File: src/rtl/systemizer_seq_ctrl_pkg.sv
// -----------------------------------------------------------------------------
// systemizer_seq_ctrl_pkg
// Shared definitions for the systemizer sequencer:
//   - matrix geometry (L x K elements over GF(M)), memory word layout
//   - derived widths EW/DW/AW and the WAIT timer width TW
//   - sequencer state encoding and fail_code values
// -----------------------------------------------------------------------------
`ifndef CLOG2
`define CLOG2(x) $clog2(x)
`endif

package systemizer_seq_ctrl_pkg;

  localparam int L       = 8;     // matrix rows
  localparam int K       = 16;    // matrix columns
  localparam int M       = 3;     // field size
  localparam int BLOCK   = 4;     // elements per memory word
  localparam int TIMEOUT = 4096;  // WAIT cycle budget

  localparam int EW    = `CLOG2(M);
  localparam int DW    = BLOCK * EW;
  localparam int WORDS = (L * K) / BLOCK;
  localparam int AW    = `CLOG2(WORDS);
  localparam int TW    = `CLOG2(TIMEOUT) + 1;

  localparam logic [AW-1:0] LAST_ADDR   = AW'(WORDS - 1);
  localparam logic [TW-1:0] TIMER_LIMIT = TW'(TIMEOUT - 1);

  typedef enum logic [2:0] {
    ST_IDLE,
    ST_LOAD,
    ST_RUN,
    ST_WAIT,
    ST_RD,
    ST_HOLD,
    ST_DONE,
    ST_FAIL
  } state_e;

  typedef enum logic [1:0] {
    FAIL_NONE    = 2'd0,
    FAIL_CORE    = 2'd1,
    FAIL_TIMEOUT = 2'd2,
    FAIL_ABORT   = 2'd3
  } fail_code_e;

endpackage

File: src/rtl/systemizer_seq_ctrl_sys_out_stage.sv
// -----------------------------------------------------------------------------
// systemizer_seq_ctrl_sys_out_stage
// Result-stream output register. Captures one core read word and presents it
// with valid/ready until the consumer takes it.
//   clk, rst_n    clock, async active-low reset
//   capture_i     load data_i this cycle (first HOLD cycle)
//   flush_i       drop any pending word (abort)
//   data_i        core read data
//   ready_i       consumer ready
//   valid_o       word pending
//   data_o        pending word, stable while valid_o && !ready_i
//   fire_o        handshake completes this cycle
// -----------------------------------------------------------------------------
module systemizer_seq_ctrl_sys_out_stage
  import systemizer_seq_ctrl_pkg::*;
(
  input  logic          clk,
  input  logic          rst_n,
  input  logic          capture_i,
  input  logic          flush_i,
  input  logic [DW-1:0] data_i,
  input  logic          ready_i,
  output logic          valid_o,
  output logic [DW-1:0] data_o,
  output logic          fire_o
);

  logic          valid_q;
  logic [DW-1:0] data_q;

  assign fire_o  = valid_q && ready_i && !flush_i;
  assign valid_o = valid_q;
  assign data_o  = data_q;

  // NOTE: state registers use non-blocking (<=) so every flop samples the
  // pre-edge value of its neighbours regardless of statement order.
  always_ff @(posedge clk or negedge rst_n) begin
    if (!rst_n) begin
      valid_q <= 1'b0;
      data_q  <= '0;
    end else begin
      if (flush_i) begin
        valid_q <= 1'b0;
      end else if (capture_i) begin
        valid_q <= 1'b1;
      end else if (fire_o) begin
        valid_q <= 1'b0;
      end
      // Only loaded on capture, so the word holds through backpressure.
      if (capture_i) begin
        data_q <= data_i;
      end
    end
  end

endmodule

File: src/rtl/systemizer_seq_ctrl.sv
// -----------------------------------------------------------------------------
// systemizer_seq_ctrl
// Job sequencer for the systemizer core: streams a matrix in, starts the core,
// bounds its run time, streams the result out, and reports done/fail.
//   clk, rst_n                 clock, async active-low reset (shared with core;
//                              release is expected synchronous to clk)
//   cmd_start / cmd_abort      job control (abort has priority everywhere)
//   in_valid/in_data/in_ready  load stream
//   out_valid/out_data/out_ready  result stream
//   busy, job_done, job_fail, fail_code  status
//   sys_*                      core handshake and memory ports
// -----------------------------------------------------------------------------
module systemizer_seq_ctrl
  import systemizer_seq_ctrl_pkg::*;
(
  input  logic          clk,
  input  logic          rst_n,
  input  logic          cmd_start,
  input  logic          cmd_abort,
  input  logic          in_valid,
  input  logic [DW-1:0] in_data,
  output logic          in_ready,
  output logic          out_valid,
  output logic [DW-1:0] out_data,
  input  logic          out_ready,
  output logic          busy,
  output logic          job_done,
  output logic          job_fail,
  output logic [1:0]    fail_code,
  output logic          sys_start,
  input  logic          sys_done,
  input  logic          sys_success,
  input  logic          sys_fail,
  output logic          sys_wr_en,
  output logic [AW-1:0] sys_wr_addr,
  output logic [DW-1:0] sys_data_in,
  output logic          sys_rd_en,
  output logic [AW-1:0] sys_rd_addr,
  input  logic [DW-1:0] sys_data_out
);

  state_e        state_q, state_d;
  logic [AW-1:0] addr_q, addr_d;
  logic [TW-1:0] timer_q, timer_d;
  fail_code_e    fail_code_q, fail_code_d;

  logic wr_fire;
  logic capture;
  logic out_fire;
  logic unused_sys_fail;

  // A core failure is fully described by sys_done && !sys_success, so
  // sys_fail carries no extra information here.
  assign unused_sys_fail = sys_fail;

  // Handshake-side strobes are gated by cmd_abort so the abort cycle never
  // writes, starts, or reads the core.
  assign in_ready    = (state_q == ST_LOAD) && !cmd_abort;
  assign wr_fire     = in_valid && in_ready;
  assign sys_wr_en   = wr_fire;
  assign sys_wr_addr = wr_fire ? addr_q  : '0;
  assign sys_data_in = wr_fire ? in_data : '0;
  assign sys_start   = (state_q == ST_RUN) && !cmd_abort;
  assign sys_rd_en   = (state_q == ST_RD) && !cmd_abort;
  assign sys_rd_addr = sys_rd_en ? addr_q : '0;

  // First HOLD cycle is the only HOLD cycle with no word pending: read data
  // from the RD cycle is valid now.
  assign capture = (state_q == ST_HOLD) && !out_valid && !cmd_abort;

  assign busy      = (state_q != ST_IDLE);
  assign job_done  = (state_q == ST_DONE);
  assign job_fail  = (state_q == ST_FAIL);
  assign fail_code = fail_code_q;

  systemizer_seq_ctrl_sys_out_stage u_out_stage (
    .clk       (clk),
    .rst_n     (rst_n),
    .capture_i (capture),
    .flush_i   (cmd_abort),
    .data_i    (sys_data_out),
    .ready_i   (out_ready),
    .valid_o   (out_valid),
    .data_o    (out_data),
    .fire_o    (out_fire)
  );

  // NOTE: every signal written here is defaulted first, so no path leaves a
  // value unassigned and no latch is inferred.
  always_comb begin
    state_d     = state_q;
    addr_d      = addr_q;
    timer_d     = timer_q;
    fail_code_d = fail_code_q;

    if (cmd_abort) begin
      state_d = ST_IDLE;
      addr_d  = '0;
      if (state_q != ST_IDLE) begin
        fail_code_d = FAIL_ABORT;
      end
    end else begin
      unique case (state_q)
        ST_IDLE: begin
          if (cmd_start) begin
            state_d     = ST_LOAD;
            addr_d      = '0;
            fail_code_d = FAIL_NONE;
          end
        end
        ST_LOAD: begin
          if (wr_fire) begin
            if (addr_q == LAST_ADDR) begin
              addr_d  = '0;
              state_d = ST_RUN;
            end else begin
              addr_d = addr_q + 1'b1;
            end
          end
        end
        ST_RUN: begin
          timer_d = '0;
          state_d = ST_WAIT;
        end
        ST_WAIT: begin
          // timer_d counts cycles since sys_start; the last WAIT cycle is the
          // one where it reaches TIMEOUT-1, so job_fail lands TIMEOUT cycles
          // after sys_start. A done on that cycle still wins.
          timer_d = timer_q + 1'b1;
          if (sys_done) begin
            if (sys_success) begin
              state_d = ST_RD;
            end else begin
              state_d     = ST_FAIL;
              fail_code_d = FAIL_CORE;
            end
          end else if (timer_d == TIMER_LIMIT) begin
            state_d     = ST_FAIL;
            fail_code_d = FAIL_TIMEOUT;
          end
        end
        ST_RD: begin
          state_d = ST_HOLD;
        end
        ST_HOLD: begin
          if (out_fire) begin
            if (addr_q == LAST_ADDR) begin
              addr_d  = '0;
              state_d = ST_DONE;
            end else begin
              addr_d  = addr_q + 1'b1;
              state_d = ST_RD;
            end
          end
        end
        ST_DONE: state_d = ST_IDLE;
        ST_FAIL: state_d = ST_IDLE;
        default: state_d = ST_IDLE;
      endcase
    end
  end

  always_ff @(posedge clk or negedge rst_n) begin
    if (!rst_n) begin
      state_q     <= ST_IDLE;
      addr_q      <= '0;
      timer_q     <= '0;
      fail_code_q <= FAIL_NONE;
    end else begin
      state_q     <= state_d;
      addr_q      <= addr_d;
      timer_q     <= timer_d;
      fail_code_q <= fail_code_d;
    end
  end

endmodule

File: config.mk
export PLATFORM = sky130hd
export DESIGN_NAME = systemizer_seq_ctrl
export DESIGN_NICKNAME = d
export VERILOG_FILES = /design/src/rtl/systemizer_seq_ctrl_pkg.sv /design/src/rtl/systemizer_seq_ctrl_sys_out_stage.sv /design/src/rtl/systemizer_seq_ctrl.sv
export SDC_FILE = /design/constraint.sdc
export NUM_CORES = 1
export LEC_CHECK = 0
export CORE_MARGIN = 3
export CORE_UTILIZATION = 31
export DETAILED_ROUTE_END_ITERATION = 12
export REMOVE_ABC_BUFFERS = 1
export SETUP_SLACK_MARGIN = 0.5
export SLEW_MARGIN = 20
export SYNTH_ARGS = -nofsm -noshare
export SYNTH_HDL_FRONTEND = slang
export SYNTH_SLANG_ARGS = --single-unit
File: constraint.sdc
create_clock -name clk -period 1.9 [get_ports clk]
set_clock_uncertainty 0.05 [all_clocks]
set_input_delay 0.38 -clock clk [delete_from_list [all_inputs] [get_ports clk]]
set_output_delay 0.38 -clock clk [all_outputs]
set_load 0.1 [all_outputs]
==> metrics, run 1 <==
Num Clock Sinks 32; worst setup margin -0.0497 ns; post-layout instance area 0.00393 mm^2; CP startpoint kind flop; number of global-route vias before repair 2142; YS warnings 0; final setup violation count 16; All-Layer GR Usage 0.166; Yosys cell types 50; CTS tree done; worst path cell trace nor3b_4 -> buf_6 -> and3_4 -> buf_12; drt drc 0; Max-cap violations 0; Fmax between 500 and 600 MHz; Area Overhead vs Synth 94.5%; Initial Utilization 0.330; failing checks negative setup slack; ys flop type dfrtp_1; Skew-Pair Late Insertion Delay 0.28 ns; pin count of the biggest net entering global routing 33; crit end category primary output; H-tree depth 2; Leakage Power 1.67 nW; grt ovf 0; Worst Path Required roughly 1.5 ns; Crit Path Max Fanout 13; hpwl dp 4080 um; fin nets 364; combinational share of power 0.584; CORE AREA 0.00613 mm^2; die height 86.8 um; ranking of synthesized cells by area dfrtp_1, o21ai_0, and3_1; Sw Pwr around 1.8 mW; Vias 2142; first-pass GRT wire length just over 10000 um; most frequent cells after synthesis dfrtp_1, nand2_1, o21ai_0, nor2_1, and3_1; HP Class in2async; Max IR drop VDD around 0.0011 V; Num CTS Buffers 5; antenna violations before repair 0; Cell Area, Synth ~0.0020 mm^2; Starting DRT DRC Count 81; Finished Layout Cells 411; DR WL/cell 15.3 um; n_diodes 0; pwr/cell area 1050 mW/mm^2; WP buf/inv 2; sequential share of power 0.240; synthesized flop and latch total 32; die extent in x 86.8 um; # hold bufs at CTS 0; Worst path slowest cell dfrtp_2; num rows 28; I/O Pins 61; final WL 6300 um; Slew headroom 0.717; RSZ-0062 raised after global routing yes; share of cells above drive strength 1 0.557; RD Place Congestion 0.845; internal power 2.28 mW; sw frac 0.446; Final Critical Period 1.95 ns; DR pass1 iterations 5; clock network power share 0.176; Final Hold Fails 0; Die Footprint 0.00753 mm^2; delay-heaviest family, CP flip-flops; clk slew on worst S/H paths 0.07 ns; Post-Route Utilization 0.641; Setup WS pre-CTS -0.311 ns; asr flop ratio synth 1.00; number of port buffers 59; post-synth top area share 0.396; Mapped Cells 224; WS Path Type reg2out; Data arrival, critical path ~1.5 ns; Seq/Total Area, Yosys 0.396; CTS Root Cell clkbuf_8; Worst-Margin Slew about 0.42 ns; Via density 5.21; Synth Area per Inst about 9 um^2; setup tns final -0.609 ns; antenna-violating nets left 0; dpl cells between 300 and 400; Placed Area between 0.003 and 0.004 mm^2; count leader, synth dfrtp_1; Final period util 1.03; Final Max Tran Viols 0; outcome finished, violations left; number of synthesized flops with an enable pin 0; post-synth top area cell dfrtp_1; CP peak stage delay around 0.45 ns; Max Root-Sink Buffers 2
path summary, 6_finish.rpt:
path                                 start                   to  slack [ns]  depth (start not counted)
worst max-delay path            state_q[1]       sys_wr_addr[2]       -0.05                          4
worst min-delay path                 rst_n         fail_code[0]        0.44                          2
worst max register to register  state_q[2]            addr_q[2]        0.05                          6
worst min register to register  timer_q[7]           timer_q[7]        0.47                          1
max in group asynchronous            rst_n  u_out_stage.valid_o        1.03                          2
min in group clk                timer_q[7]           timer_q[7]        0.47                          1
repair_timing:
action,4_1_cts,5_1_grt
buffers inserted,16,9
gates resized for setup,75,48
pin swaps,21,16
cloned,1,1
endpoints found under the setup margin,57,56
cells in the final DEF (no fill, tap or decap), drive strengths merged, types with 4 or more instances in the layout:
| cell type | count |
|---|---|
| nor3 | 5 |
| and3 | 18 |
| nand3 | 6 |
| ha | 4 |
| mux2 | 8 |
| inv | 6 |
| dfrtp | 32 |
| and2 | 7 |
| buf | 91 |
| a21oi | 7 |
| nand2 | 29 |
| clkbuf | 7 |
| o21ai | 28 |
| nand4 | 5 |
| nor2 | 21 |
| clkdlybuf4s50 | 21 |
routing by layer:
layer | GRT usage | vias up | part of all wire | wire, um
met1 | 0.215 | 1040 | 0.43 | 2730
met2 | 0.283 | 69 | 0.51 | 3200
met5 | 0 | - | 0 | 0
met4 | 0.0439 | 0 | 0.0057 | 36
li1 | - | 1028 | - | -
met3 | 0.0342 | 5 | 0.055 | 345
registers in the layout (all words and copies together), names as in the netlist:
signal	cells
addr_q	5
fail_code	2
state_q	3
timer_q	13
u_out_stage.data_o	8
u_out_stage.valid_o	1
logic make-up after synthesis:
group	synth area share
AO/OA/AOI/OAI	0.181
XOR/XNOR	0.0173
adder cells (fa/ha/maj)	0.0248
buffers and inverters	0.0520
flip-flops	0.396
multiplexers	0.0495
AND/OR/NAND/NOR	0.279
cell type report:
cell class                      instances  area (um^2)
Clock buffer                            7         96.3
Multi-Input combinational cell        176         1430
Timing Repair Buffer                  114         1450
Inverter                                6         22.5
Tap cell                               75         93.8
Clock inverter                          1         30.0
Sequential cell                        32          813
Fill cell                             440         2200
stage by stage:
step | hold WS, ns | total power [mW]
2_1_floorplan | 0.0344 | 2.19
3_3_place_gp | 0.461 | 3.05
3_5_place_dp | 0.466 | 3.07
4_1_cts | 0.457 | 3.99
5_1_grt | 0.480 | 4.28
6_report | 0.445 | 4.11
power groups by stage:
stage | sequential [mW] | combinational [mW] | clock, mW
detailed placement | 0.979 | 2.09 | 0
global placement | 0.969 | 2.08 | 0
global route | 1.00 | 2.51 | 0.773
CTS | 0.980 | 2.26 | 0.744
floorplan | 1.58 | 0.604 | 0
finish | 0.985 | 2.40 | 0.726
No activity file was read; power rests on OpenSTA's default activity.
==> run 2, diff against run 1 <==
Settings changed: CTS_CLUSTER_SIZE set to 10.
Clock period 1.9 ns to 2.2 ns, I/O delays scaled along.
==> run 2 against run 1 <==
  * Non-clock buffer count down 4
  * First-iteration DRC count up 4.9%
  * Sequential cell count unchanged
  * Setup slack better by 0.26 ns
  * Sequential share of layout area up 1.1 points
  * Design area down 5.6%
  * Sequential power down 17%
  * Final cell count down 0.73%
  * Power down 21%
  * Critical path depth unchanged
  * Critical path type unchanged
  * Worst hold slack about the same
  * Clock-buffer cell count down 1
  * The run now ends clean
==> metrics, run 2 (synthesis results as in run 1) <==
outcome complete, no violations; crit end category primary output; Final Hold Fails 0 (unchanged); Max Root-Sink Buffers 2 (unchanged); Crit Path Max Fanout 9 (-4); Worst Path Required 1.71 ns (+0.24 ns); worst setup margin 0.207 ns (+0.257 ns); CP startpoint kind flop; critical path startpoint state_q[1]; Fmax 502 MHz; drt drc 0 (unchanged); antenna-violating nets left 0 (unchanged); I/O Pins 61 (unchanged); Via density 5.25 (+0.78%); Max-cap violations 0 (unchanged); number of global-route vias before repair 2048 (-4.4%); All-Layer GR Usage 0.164 (-0.00261); share of cells above drive strength 1 0.532 (-0.0250); sw frac 0.487 (+0.0409); final setup violation count 0 (-16); setup tns final 0 ns (+0.609 ns); first-pass GRT wire length 9760 um (-3.7%); Hold EP timer_q[7]; die height 86.8 um (unchanged); hpwl dp 3780 um (-7.3%); Fill cells 492 (+12%); R2R Path End addr_q[2]; clk slew on worst S/H paths 0.07 ns (about the same); Data arrival, critical path 1.50 ns (-0.02 ns); Num CTS Buffers 5 (unchanged); RSZ-0062 raised after global routing yes; dpl cells 367 (-2.4%); Initial Utilization 0.330 (unchanged); Reg area 810 um^2 (-0.46%); grt ovf 0 (unchanged); number of port buffers 59 (unchanged); hold path cells 1; CP peak stage delay 0.44 ns (about the same); CTS Root Cell clkbuf_8; commonest non-fill, non-tap cells in the layout buf_4, buf_12, nand2_1, dfrtp_1, clkdlybuf4s50_1; CTS tree done; Sw Pwr 1.57 mW (-14%); reg2reg start addr_q[1]; Finished Layout Cells 408 (-0.73%); die extent in x 86.8 um (unchanged); num rows 28 (unchanged); fin nets 361 (-0.82%); RD Place Congestion 0.769 (-9.1%); Placed Area 0.00299 mm^2 (-6.4%); post-layout instance area 0.00371 mm^2 (-5.6%); max reg flops 13 (unchanged); sequential share of power 0.253 (+0.013); R2R Setup Slk 0.40 ns (+0.35 ns); Final Critical Period 1.99 ns; DR WL/cell 15.4 um (about the same); Starting DRT DRC Count 85 (+4.9%); worst path cell trace nor3b_4 -> buf_4 -> and3_4 -> buf_12; WS Path Type reg2out; Worst-Margin Slew 0.427 ns (+0.00295 ns); Hold Startpoint timer_q[7]; Vias 2143 (+0.047%); H-tree depth 2 (unchanged); Setup WS pre-CTS -0.131 ns (+0.180 ns); pwr/cell area 870 mW/mm^2 (-17%); Num Clock Sinks 32 (unchanged); Worst path slowest cell dfrtp_2; Skew-Pair Late Insertion Delay 0.29 ns (about the same); Die Footprint 0.00753 mm^2 (unchanged); leading cell type in the layout, fill and taps excluded buf_4; FF-to-FF path depth 6 (unchanged); CORE AREA 0.00613 mm^2 (unchanged); Final Max Tran Viols 0 (unchanged); Leakage Power 1.61 nW (-4.1%); HP Class reg2reg; internal power 1.66 mW (-27%); antenna violations before repair 0 (unchanged); clock network power share 0.153 (-0.023); Final period util 0.906; pin count of the biggest net entering global routing 33 (unchanged); final WL 6260 um (-0.63%); combinational share of power 0.594 (+0.010); Max IR drop VDD 0.000738 V (-30%); hold slack 0.445 ns (+0.000270 ns); Multi-input gate area 0.00141 mm^2 (-0.88%); Slew headroom 0.715 (-0.00197); DR pass1 iterations 5 (unchanged); Area Overhead vs Synth 83.7%; Top reg by flops timer_q; n_diodes 0 (unchanged)
[run 2: changes by cell type in the layout (fill, tap and decap cells not counted), sizes merged]
cell | before | now
buf | 91 | 88
clkinvlp | 0 | 2
bufinv | 1 | 0
clkbuf | 7 | 6
clkdlybuf4s15 | 1 | 0
clkdlybuf4s50 | 21 | 20
dlygate4sd2 | 1 | 2
nor2 | 21 | 22
[run 2: worst max-delay path: cells and delay by family (launching register included)]
kind          cells  cell delay (ns)
simple gates      2             0.41
buf+inv           2             0.35
flops             1             0.44
[run 2: what timing repair did]
action	4_1_cts	5_1_grt
gates cloned	1	1
endpoints found under the setup margin	51	54
pin swaps	16	12
resized for setup	65	52
setup buffers	23	8
hold buffers	0	0
[run 2: power groups by stage]
stage          clock network [mW]  logic (mW)  registers (mW)
3_5_place_dp                    0        1.56           0.824
4_1_cts                     0.507        1.81           0.816
2_1_floorplan                   0       0.522            1.37
3_3_place_gp                    0        1.54           0.818
6_report                    0.496        1.92           0.817
5_1_grt                     0.546        2.01           0.835
[run 2: area by class of cell]
cell class	instances	share of cell area
inverters	6	0.00741
clock inverters	2	0.00404
clock buffers	6	0.0222
flip-flops and latches	32	0.218
well taps	75	0.0253
multi-input cells	177	0.380
repair buffers	110	0.343
[run 2: how the worst max path moves through the flow]
stage / to
floorplan: sys_rd_addr[0]
global placement: u_out_stage.data_o[6]
detailed placement: u_out_stage.data_o[7]
CTS: sys_data_in[3]
global route: sys_wr_addr[0]
finish: sys_data_in[4]
[run 2: through the flow]
| step | util | power (mW) |
|---|---|---|
| floorplan | - | 1.89 |
| finish | 0.606 | 3.23 |
| CTS | 0.570 | 3.13 |
| global placement | 0.488 | 2.36 |
| global route | 0.606 | 3.39 |
| detailed placement | 0.488 | 2.38 |
[run 2: layer usage]
| layer | GRT usage | wire length (um) | vias to the layer above |
|---|---|---|---|
| li1 | - | - | 1022 |
| met1 | 0.206 | 2650 | 1035 |
| met2 | 0.275 | 3150 | 78 |
| met3 | 0.0371 | 376 | 8 |
| met4 | 0.0581 | 85 | 0 |
| met5 | 0 | 0 | - |
==> run 3, diff against run 2 <==
Settings changed: CAP_MARGIN set to 20.
==> results of run 3 <==
The final DEF is identical to that of run 2; final timing and power are the same.
